## config.mk

```make
export PLATFORM = sky130hd
export DESIGN_NAME = muldiv
export DESIGN_NICKNAME = d
export VERILOG_FILES = /design/src/rtl/muldiv_pkg.sv /design/src/rtl/muldiv.sv
export SDC_FILE = /design/constraint.sdc
export NUM_CORES = 1
export LEC_CHECK = 0
export ABC_AREA = 1
export ABC_CLOCK_PERIOD_IN_PS = 4100
export CORE_MARGIN = 5
export CORE_UTILIZATION = 45
export DETAILED_ROUTE_END_ITERATION = 7
export PLACE_DENSITY = 0.65
export SLEW_MARGIN = 20
export SYNTH_ARGS = -nofsm -noshare
export SYNTH_HDL_FRONTEND = slang
export SYNTH_SLANG_ARGS = --single-unit
```

## constraint.sdc

```tcl
create_clock -name clk -period 4.1 [get_ports clk]
set_input_delay 1.23 -clock clk [delete_from_list [all_inputs] [get_ports clk]]
set_output_delay 1.23 -clock clk [all_outputs]
set_load 0.005 [all_outputs]
```

## src/rtl/muldiv_pkg.sv

```systemverilog
// Shared types for the iterative multiply/divide unit.
package muldiv_pkg;

    typedef enum logic [1:0] {
        OP_MULT  = 2'b00,
        OP_MULTU = 2'b01,
        OP_DIV   = 2'b10,
        OP_DIVU  = 2'b11
    } op_e;

    typedef enum logic [1:0] {
        ST_IDLE = 2'b00,
        ST_RUN  = 2'b01,
        ST_FIX  = 2'b10
    } state_e;

    function automatic logic op_is_div(input op_e o);
        return o[1];
    endfunction

    function automatic logic op_is_signed(input op_e o);
        return ~o[0];
    endfunction

endpackage

```

## src/rtl/muldiv.sv

```systemverilog
// Iterative N-bit multiply (shift-add) and divide (restoring) sharing one N+1-bit adder.
//
//   state | meaning
//   IDLE  | waiting for start; hi/lo hold the last result
//   RUN   | first cycle loads operand magnitudes, then N iteration cycles
//   FIX   | sign correction / divide-by-zero handling, write hi/lo, pulse done
module muldiv
    import muldiv_pkg::*;
#(
    parameter int N = 32
) (
    input  logic         clk,
    input  logic         reset,
    input  logic         start,
    input  logic [1:0]   op,
    input  logic [N-1:0] A,
    input  logic [N-1:0] B,
    output logic         busy,
    output logic         done,
    output logic [N-1:0] hi,
    output logic [N-1:0] lo
);

    localparam int CW = $clog2(N) + 1;
    localparam logic [CW-1:0] LAST_IT = CW'(N - 1);

    state_e         state_q, state_d;
    logic [CW-1:0]  cnt_q, cnt_d;
    logic           prep_q, prep_d;
    op_e            op_q, op_d;
    logic [N-1:0]   a_q, a_d;
    logic [N-1:0]   b_q, b_d;
    logic [N-1:0]   acc_q, acc_d;
    logic [N-1:0]   wrk_q, wrk_d;
    logic [N-1:0]   opb_q, opb_d;
    logic [N-1:0]   hi_q, hi_d;
    logic [N-1:0]   lo_q, lo_d;
    logic           busy_q, busy_d;
    logic           done_q, done_d;

    logic           is_div;
    logic           is_signed;
    logic [N-1:0]   mag_a, mag_b;
    logic [N:0]     shifted;
    logic [N:0]     add_x, add_y;
    logic           add_cin;
    logic [N+1:0]   add_sum;
    logic [N:0]     mul_sum;
    logic           div_ok;
    logic [2*N-1:0] prod, prod_neg;
    logic           b_zero;
    logic [N-1:0]   res_hi, res_lo;

    assign is_div    = op_is_div(op_q);
    assign is_signed = op_is_signed(op_q);

    // Negating the most-negative value yields 2^(N-1), which is exact as an unsigned N-bit magnitude.
    assign mag_a = (is_signed && a_q[N-1]) ? -a_q : a_q;
    assign mag_b = (is_signed && b_q[N-1]) ? -b_q : b_q;

    // Shared adder: acc + multiplicand for multiply, {rem, next dividend bit} - divisor for divide.
    assign shifted = {acc_q, wrk_q[N-1]};
    assign add_x   = is_div ? shifted : {1'b0, acc_q};
    assign add_y   = is_div ? ~{1'b0, opb_q} : {1'b0, opb_q};
    assign add_cin = is_div;
    assign add_sum = {1'b0, add_x} + {1'b0, add_y} + {{(N+1){1'b0}}, add_cin};

    assign mul_sum = wrk_q[0] ? add_sum[N:0] : {1'b0, acc_q};
    assign div_ok  = add_sum[N+1];

    assign prod     = {acc_q, wrk_q};
    assign prod_neg = -prod;
    assign b_zero   = (b_q == '0);

    always_comb begin
        res_hi = acc_q;
        res_lo = wrk_q;
        if (op_q == OP_MULT) begin
            if (a_q[N-1] ^ b_q[N-1]) begin
                {res_hi, res_lo} = prod_neg;
            end
        end else if (is_div) begin
            if (b_zero) begin
                res_hi = a_q;
                res_lo = '1;
            end else if (op_q == OP_DIV) begin
                if (a_q[N-1] ^ b_q[N-1]) begin
                    res_lo = -wrk_q;
                end
                if (a_q[N-1]) begin
                    res_hi = -acc_q;
                end
            end
        end
    end

    always_comb begin
        state_d = state_q;
        cnt_d   = cnt_q;
        prep_d  = prep_q;
        op_d    = op_q;
        a_d     = a_q;
        b_d     = b_q;
        acc_d   = acc_q;
        wrk_d   = wrk_q;
        opb_d   = opb_q;
        hi_d    = hi_q;
        lo_d    = lo_q;
        busy_d  = busy_q;
        done_d  = 1'b0;

        unique case (state_q)
            ST_IDLE: begin
                if (start) begin
                    state_d = ST_RUN;
                    op_d    = op_e'(op);
                    a_d     = A;
                    b_d     = B;
                    cnt_d   = '0;
                    prep_d  = 1'b1;
                    busy_d  = 1'b1;
                end
            end
            ST_RUN: begin
                if (prep_q) begin
                    prep_d = 1'b0;
                    acc_d  = '0;
                    wrk_d  = mag_a;
                    opb_d  = mag_b;
                end else begin
                    if (is_div) begin
                        acc_d = div_ok ? add_sum[N-1:0] : shifted[N-1:0];
                        wrk_d = {wrk_q[N-2:0], div_ok};
                    end else begin
                        acc_d = mul_sum[N:1];
                        wrk_d = {mul_sum[0], wrk_q[N-1:1]};
                    end
                    if (cnt_q == LAST_IT) begin
                        state_d = ST_FIX;
                        cnt_d   = '0;
                    end else begin
                        cnt_d = cnt_q + 1'b1;
                    end
                end
            end
            ST_FIX: begin
                hi_d    = res_hi;
                lo_d    = res_lo;
                busy_d  = 1'b0;
                done_d  = 1'b1;
                state_d = ST_IDLE;
            end
            default: begin
                state_d = ST_IDLE;
                busy_d  = 1'b0;
            end
        endcase
    end

    always_ff @(posedge clk) begin
        if (reset) begin
            state_q <= ST_IDLE;
            cnt_q   <= '0;
            prep_q  <= 1'b0;
            op_q    <= OP_MULT;
            a_q     <= '0;
            b_q     <= '0;
            acc_q   <= '0;
            wrk_q   <= '0;
            opb_q   <= '0;
            hi_q    <= '0;
            lo_q    <= '0;
            busy_q  <= 1'b0;
            done_q  <= 1'b0;
        end else begin
            state_q <= state_d;
            cnt_q   <= cnt_d;
            prep_q  <= prep_d;
            op_q    <= op_d;
            a_q     <= a_d;
            b_q     <= b_d;
            acc_q   <= acc_d;
            wrk_q   <= wrk_d;
            opb_q   <= opb_d;
            hi_q    <= hi_d;
            lo_q    <= lo_d;
            busy_q  <= busy_d;
            done_q  <= done_d;
        end
    end

    assign busy = busy_q;
    assign done = done_q;
    assign hi   = hi_q;
    assign lo   = lo_q;

endmodule

```

==> impl_metrics.tcl, run 1 <==
set metrics [dict create \
    status "complete, no violations" \
    detail_route.wl_per_cell_um 20.7 \
    fin_crit_ns 3.56 \
    crit_start "op_q[1]$_SDFFE_PP0P_" \
    critPathArrivalTime_ns 4.07 \
    wirelength_um 72600 \
    ys_seq_elements 237 \
    path_max_fanout 79 \
    grt_antenna_before_repair 2 \
    setup-tns-final_ns 0 \
    portBuffers 134 \
    cts_hold_buf 0 \
    critPathKind "reg2reg" \
    rsz0062_at_grt "false" \
    min-delay-start "busy$_SDFFE_PP0P_" \
    die_area_sq_um 43700 \
    pin_count 135 \
    clk_path_buf_depth 3 \
    grt_start_max_net_pins 118 \
    post_cts_buffers 0 \
    drt_iter0_markers 2184 \
    avgSynthCellArea_sq_um 6.12 \
    final_util_pct 51.8 \
    clk_pin_slew_worst_paths_ns 0.06 \
    p_sw_share_pct 38.1 \
    cp-end-kind "flip-flop" \
    finalSetupViolCount 0 \
    vias 20300 \
    drc 0 \
    antenna_cells 0 \
    worstSkewPairLatency_ns 0.60 \
    leakage_uw 0.00892 \
    ff2ff_setup_slack_ns 0.54 \
    worstPathRequired_ns 4.62 \
    tightest_slew_ns 0.959 \
    total_power_uw 7340 \
    setup.worst_path.start_class "flip-flop" \
    p_sw_uw 2790 \
    num_rows 73 \
    drv_slew 0 \
    cts_made_buffers 29 \
    cts_tree "done" \
    p_clk_share_pct 34.9 \
    async_reset_ff_share_pct 0 \
    r2r.worst_path.cells 15 \
    clock_sinks 237 \
    gp_congestion 1.06 \
    vdd_drop_max_v 0.000318 \
    drtPass1Iterations 5 \
    ys_seq_area_share_pct 26.6 \
    start_util_pct 45.2 \
    cellPowerDensity_nw_per_um2 359 \
    grt.overflow.total 0 \
    synth_edf_count 0 \
    ant_nets 0 \
    ys_warn_count 0 \
    synthesis.nets 3024 \
    pwr-share-comb_pct 29.9 \
    ys_types 58 \
    vias_per_cell 5.79 \
    crit_end "acc_q[0]$_SDFFE_PP0P_" \
    seq_power_share_pct 35.2 \
    die_w_um 209 \
    first_global_vias 18800 \
    dp_hpwl_um 56000 \
    drive_above_1_share_pct 6.13 \
    internal_power_uw 4540 \
    gr-usage-all-layers_pct 31.8 \
    grt_pass1_wl_um 110000 \
    fmax_mhz 281 \
    syn_area_sq_um 17800 \
    cap_violations 0 \
    synthCells 2918 \
    hold_path_class "reg2reg" \
    fin_worst_skew_ns 0.0220 \
    h-tree-depth 1 \
    synth_ff_type "dfxtp_1" \
    r2r-start "op_q[1]$_SDFFE_PP0P_" \
    die_h_um 209 \
    area_delta_synth_final_pct 14.5 \
    finalNetCount 3069 \
    coreArea_sq_um 39500 \
    hold_viol 0 \
    cts_root_buffer "clkbuf_16" \
    post-route-period-util_pct 86.7 \
    maxSlewHeadroom_pct 36.0 \
    cts_resized 0 \
    worstReg2RegEnd "acc_q[0]$_SDFFE_PP0P_" \
]
cells by family (layout without fill, tap and decap cells):
| group | count (synthesis) | count (layout) | share of synthesized area (%) |
|---|---|---|---|
| adders and majority gates | 37 | 37 | 2.64 |
| buffers and inverters | 470 | 538 | 10.6 |
| xor gates and xnor gates | 106 | 106 | 5.20 |
| AOI/OAI and AO/OA | 781 | 781 | 24.3 |
| and+or+nand+nor | 1286 | 1286 | 30.7 |
| muxes | 1 | 1 | 0.0631 |
| DFF | 237 | 237 | 26.6 |
cells in the mapped netlist (18+ instances only):
master,instances,share of area [%]
a21oi_1,284,8.0
a31oi_1,33,1.2
buf_2,37,1.0
clkbuf_1,103,2.2
dfxtp_1,237,27
ha_1,36,2.5
inv_1,283,6.0
inv_2,18,0.38
nand2_1,657,14
nand3_1,206,5.8
nand4_1,26,0.91
nor2_1,306,6.4
nor3_1,18,0.50
o211ai_1,32,1.3
o21ai_0,331,9.3
o21ai_1,19,0.53
o221ai_1,19,0.93
xor2_1,100,4.9
metal layers:
layer	GRT usage, %	wire length, um
met1	43.2	31100
met2	49.5	31700
met3	5.93	6190
met4	13.6	3600
met5	0	22
worst min-delay path by stage:
stage / slack, ns / cells after the start / to
global placement: 0.46 / 2 / busy$_SDFFE_PP0P_
finish: 0.49 / 2 / busy$_SDFFE_PP0P_
CTS: 0.48 / 2 / busy$_SDFFE_PP0P_
floorplan: 0.44 / 1 / state_q[1]$_SDFFE_PP0P_
detailed placement: 0.46 / 2 / busy$_SDFFE_PP0P_
global route: 0.51 / 2 / busy$_SDFFE_PP0P_
sequential cells by signal, summed over array words and instances (netlist names):
register  flops
done          1
acc_q        32
cnt_q         6
wrk_q        32
hi           32
busy          1
state_q       2
a_q          32
prep_q        1
op_q          2
opb_q        32
b_q          32
lo           32
power groups by stage:
| stage | Combinational [uW] | Clock, uW | Sequential (uW) |
|---|---|---|---|
| after floorplan | 1500 | 0 | 2560 |
| after detailed placement | 2130 | 0 | 2630 |
| after global routing | 2410 | 2680 | 2600 |
| after global placement | 2120 | 0 | 2630 |
| after CTS | 2140 | 2580 | 2580 |
| final | 2190 | 2560 | 2590 |
final cells by class:
cell class	instances	area, sq um
clock buffer	43	818
timing repair buffer	179	1710
clock inverter	11	110
inverter	305	1150
fill	4176	19000
sequential	237	4750
tap	525	657
multi-input combinational	2211	11200
cells in the final DEF (no fill, tap or decap), types with 5 or more instances in the layout:
cell type          n
xor2_1           100
inv_1            282
nor2_1           300
o21a_1             5
nand4_1           26
ha_1              36
clkbuf_16         29
nor3_1            18
o21ai_1           19
dfxtp_1          236
o22ai_1            9
buf_4             42
nor2_2            19
a21oi_1          284
nand3_1          206
nor2_4             6
clkdlybuf4s50_1  133
o22ai_2            8
clkbuf_1          10
nand2_2           11
o21ai_0          331
clkinv_2           6
xnor2_1            6
nor4_1            13
o221ai_1          19
nand2_1          657
a31oi_1           33
o211ai_1          32
inv_2             18
a22oi_1            7
o21bai_1          13
metrics by stage:
step           hold WS [ns]  setup slack [ns]  cell area (sq um)  instances
2_1_floorplan         0.437              1.07              17800       2918
3_3_place_gp          0.464             0.614              19500       3457
3_5_place_dp          0.462             0.623              19500       3457
4_1_cts               0.480             0.592              20400       3511
5_1_grt               0.510             0.267              20400       3511
6_report              0.487             0.545              20400       3511
worst max-delay path: stages (launching register included):
cell and delay (ns):
dfxtp_4 0.50, buf_12 0.34, nor2_1 0.13, o21bai_1 0.28
ha_1 0.42, a21oi_1 0.24, o21ai_0 0.14, inv_1 0.08
nand2_1 0.07, nand2_1 0.10, nand2_4 0.06, a21oi_4 0.53
o21ai_0 0.18, o21ai_1 0.11, nand3_1 0.08, a21oi_1 0.15
(Power assumes the default switching activity.)
==> inputs of run 2 (changes only) <==
Settings changed: PLACE_DENSITY 0.65 to not set.
==> impl_metrics.tcl, run 2 (synthesis gave the netlist of run 1 again) <==
set metrics [dict create \
    pin_count 135 \
    gr-usage-all-layers_pct 31.9 \
    tightest_slew_ns 0.924 \
    regArea_sq_um 4750 \
    critPathArrivalTime_ns 4.05 \
    p_sw_uw 2810 \
    status "complete, no violations" \
    cp-end-kind "flip-flop" \
    clk_pin_slew_worst_paths_ns 0.07 \
    cellPowerDensity_nw_per_um2 377 \
    num_rows 73 \
    die_area_sq_um 43700 \
    grt_start_max_net_pins 107 \
    wirelength_um 73400 \
    drc 0 \
    layout_common_cells "nand2_1 (657), o21ai_0 (331), nor2_1 (300)" \
    fillCellCount 4158 \
    hold_path_class "reg2reg" \
    area_delta_synth_final_pct 15.7 \
    grt_pass1_wl_um 111000 \
    worstPathRequired_ns 4.58 \
    maxSlewHeadroom_pct 38.3 \
    final_common_cell "nand2_1" \
    detail_route.wl_per_cell_um 20.9 \
    cts_root_buffer "clkbuf_16" \
    worstSkewPairLatency_ns 0.58 \
    coreArea_sq_um 39500 \
    setup-tns-final_ns 0 \
    fin_crit_ns 3.58 \
    dp_hpwl_um 55800 \
    clk_path_buf_depth 3 \
    wl_met1_um 32400 \
    ant_nets 0 \
    p_clk_share_pct 38.2 \
    vias 20300 \
    cts_made_buffers 29 \
    first_global_vias 18800 \
    post-route-period-util_pct 87.3 \
    seq_power_share_pct 33.3 \
    drive_above_1_share_pct 6.43 \
    drv_slew 0 \
    vias_per_cell 5.78 \
    vdd_drop_max_v 0.000351 \
    hold_viol 0 \
    leakage_uw 0.00902 \
    drt_iter0_markers 2215 \
    setup.worst_path.start_class "flip-flop" \
    gp_congestion 1.01 \
    fin_worst_skew_ns 0.0285 \
    die_w_um 209 \
    pwr-share-comb_pct 28.5 \
    r2r-start "op_q[1]$_SDFFE_PP0P_" \
    h-tree-depth 1 \
    finalSetupViolCount 0 \
    cap_violations 0 \
    met2_length_um 32500 \
    die_h_um 209 \
    p_sw_share_pct 36.1 \
    clock_sinks 237 \
    total_power_uw 7790 \
    top_layer_used "met4" \
    min-delay-start "busy$_SDFFE_PP0P_" \
    cts_hold_buf 0 \
    cts_resized 0 \
    grt_antenna_before_repair 3 \
    portBuffers 134 \
    finalNetCount 3072 \
    drtPass1Iterations 8 \
    post_cts_buffers 0 \
    dr_wl_met3_um 5110 \
    rsz0062_at_grt "false" \
    path_max_fanout 33 \
    multi_input_area_sq_um 11200 \
    fmax_mhz 280 \
    internal_power_uw 4980 \
    start_util_pct 45.2 \
    crit_start "op_q[1]$_SDFFE_PP0P_" \
    grt.overflow.total 0 \
    cts_tree "done" \
    critPathKind "reg2reg" \
]
run 2: changes by cell type in the layout (fill, tap and decap cells not counted), sizes merged:
| cell | previous run | this run |
|---|---|---|
| bufinv | 1 | 7 |
| clkbuf | 43 | 38 |
| buf | 46 | 49 |
| diode | 0 | 3 |
| inv | 304 | 301 |
| clkinv | 9 | 8 |
run 2: layout make-up:
class,count,share of cell area (%)
Multi-Input combinational cell,2211,54.5
Sequential cell,237,23.0
Timing Repair Buffer,182,8.40
Inverter,305,5.56
Clock buffer,38,4.12
Tap cell,525,3.18
Clock inverter,13,1.22
Antenna cell,3,0.0364
run 2: stage by stage:
stage                     cells  utilization, %  hold slack (ns)  area [sq um]  worst slack [ns]
after floorplan            2918               -            0.437         17800              1.07
final                      3514            52.3            0.478         20600             0.523
after global routing       3511            52.3            0.500         20600             0.224
after detailed placement   3460            49.5            0.462         19500             0.622
after global placement     3460            49.5            0.464         19500             0.634
after CTS                  3511            52.3            0.475         20600             0.582
run 2: path summary, 6_finish.rpt:
check,to,slack [ns],depth (start not counted)
setup / recovery,acc_q[22]$_SDFFE_PP0P_,0.52,17
hold reg to reg,busy$_SDFFE_PP0P_,0.48,2
setup reg to reg,acc_q[22]$_SDFFE_PP0P_,0.52,17
hold / removal,busy$_SDFFE_PP0P_,0.48,2
run 2: power groups by stage:
stage | logic [uW] | clock network [uW] | registers (uW)
after floorplan | 1500 | 0 | 2560
after global placement | 2150 | 0 | 2630
after detailed placement | 2160 | 0 | 2630
after CTS | 2170 | 3000 | 2580
after global routing | 2430 | 3080 | 2600
final | 2220 | 2980 | 2590
run 2: worst max-delay path: stages (launching register included):
cell and delay, ns:
dfxtp_4 0.36, inv_2 0.39, buf_4 0.27, nand2_1 0.10
o21ai_0 0.25, ha_1 0.40, a21oi_1 0.24, o21ai_0 0.18
nand2_1 0.10, nand2_1 0.06, inv_2 0.06, nand2_4 0.06
a21oi_4 0.36, buf_4 0.26, nand2_1 0.07, nand3_1 0.08
nand3_1 0.08, a21oi_1 0.15
run 2: metal layers:
metal	global-route usage [%]	up-vias
met4	12.8	0
met5	0	-
met1	44.0	9500
met2	50.2	848
met3	4.44	171
li1	-	9796
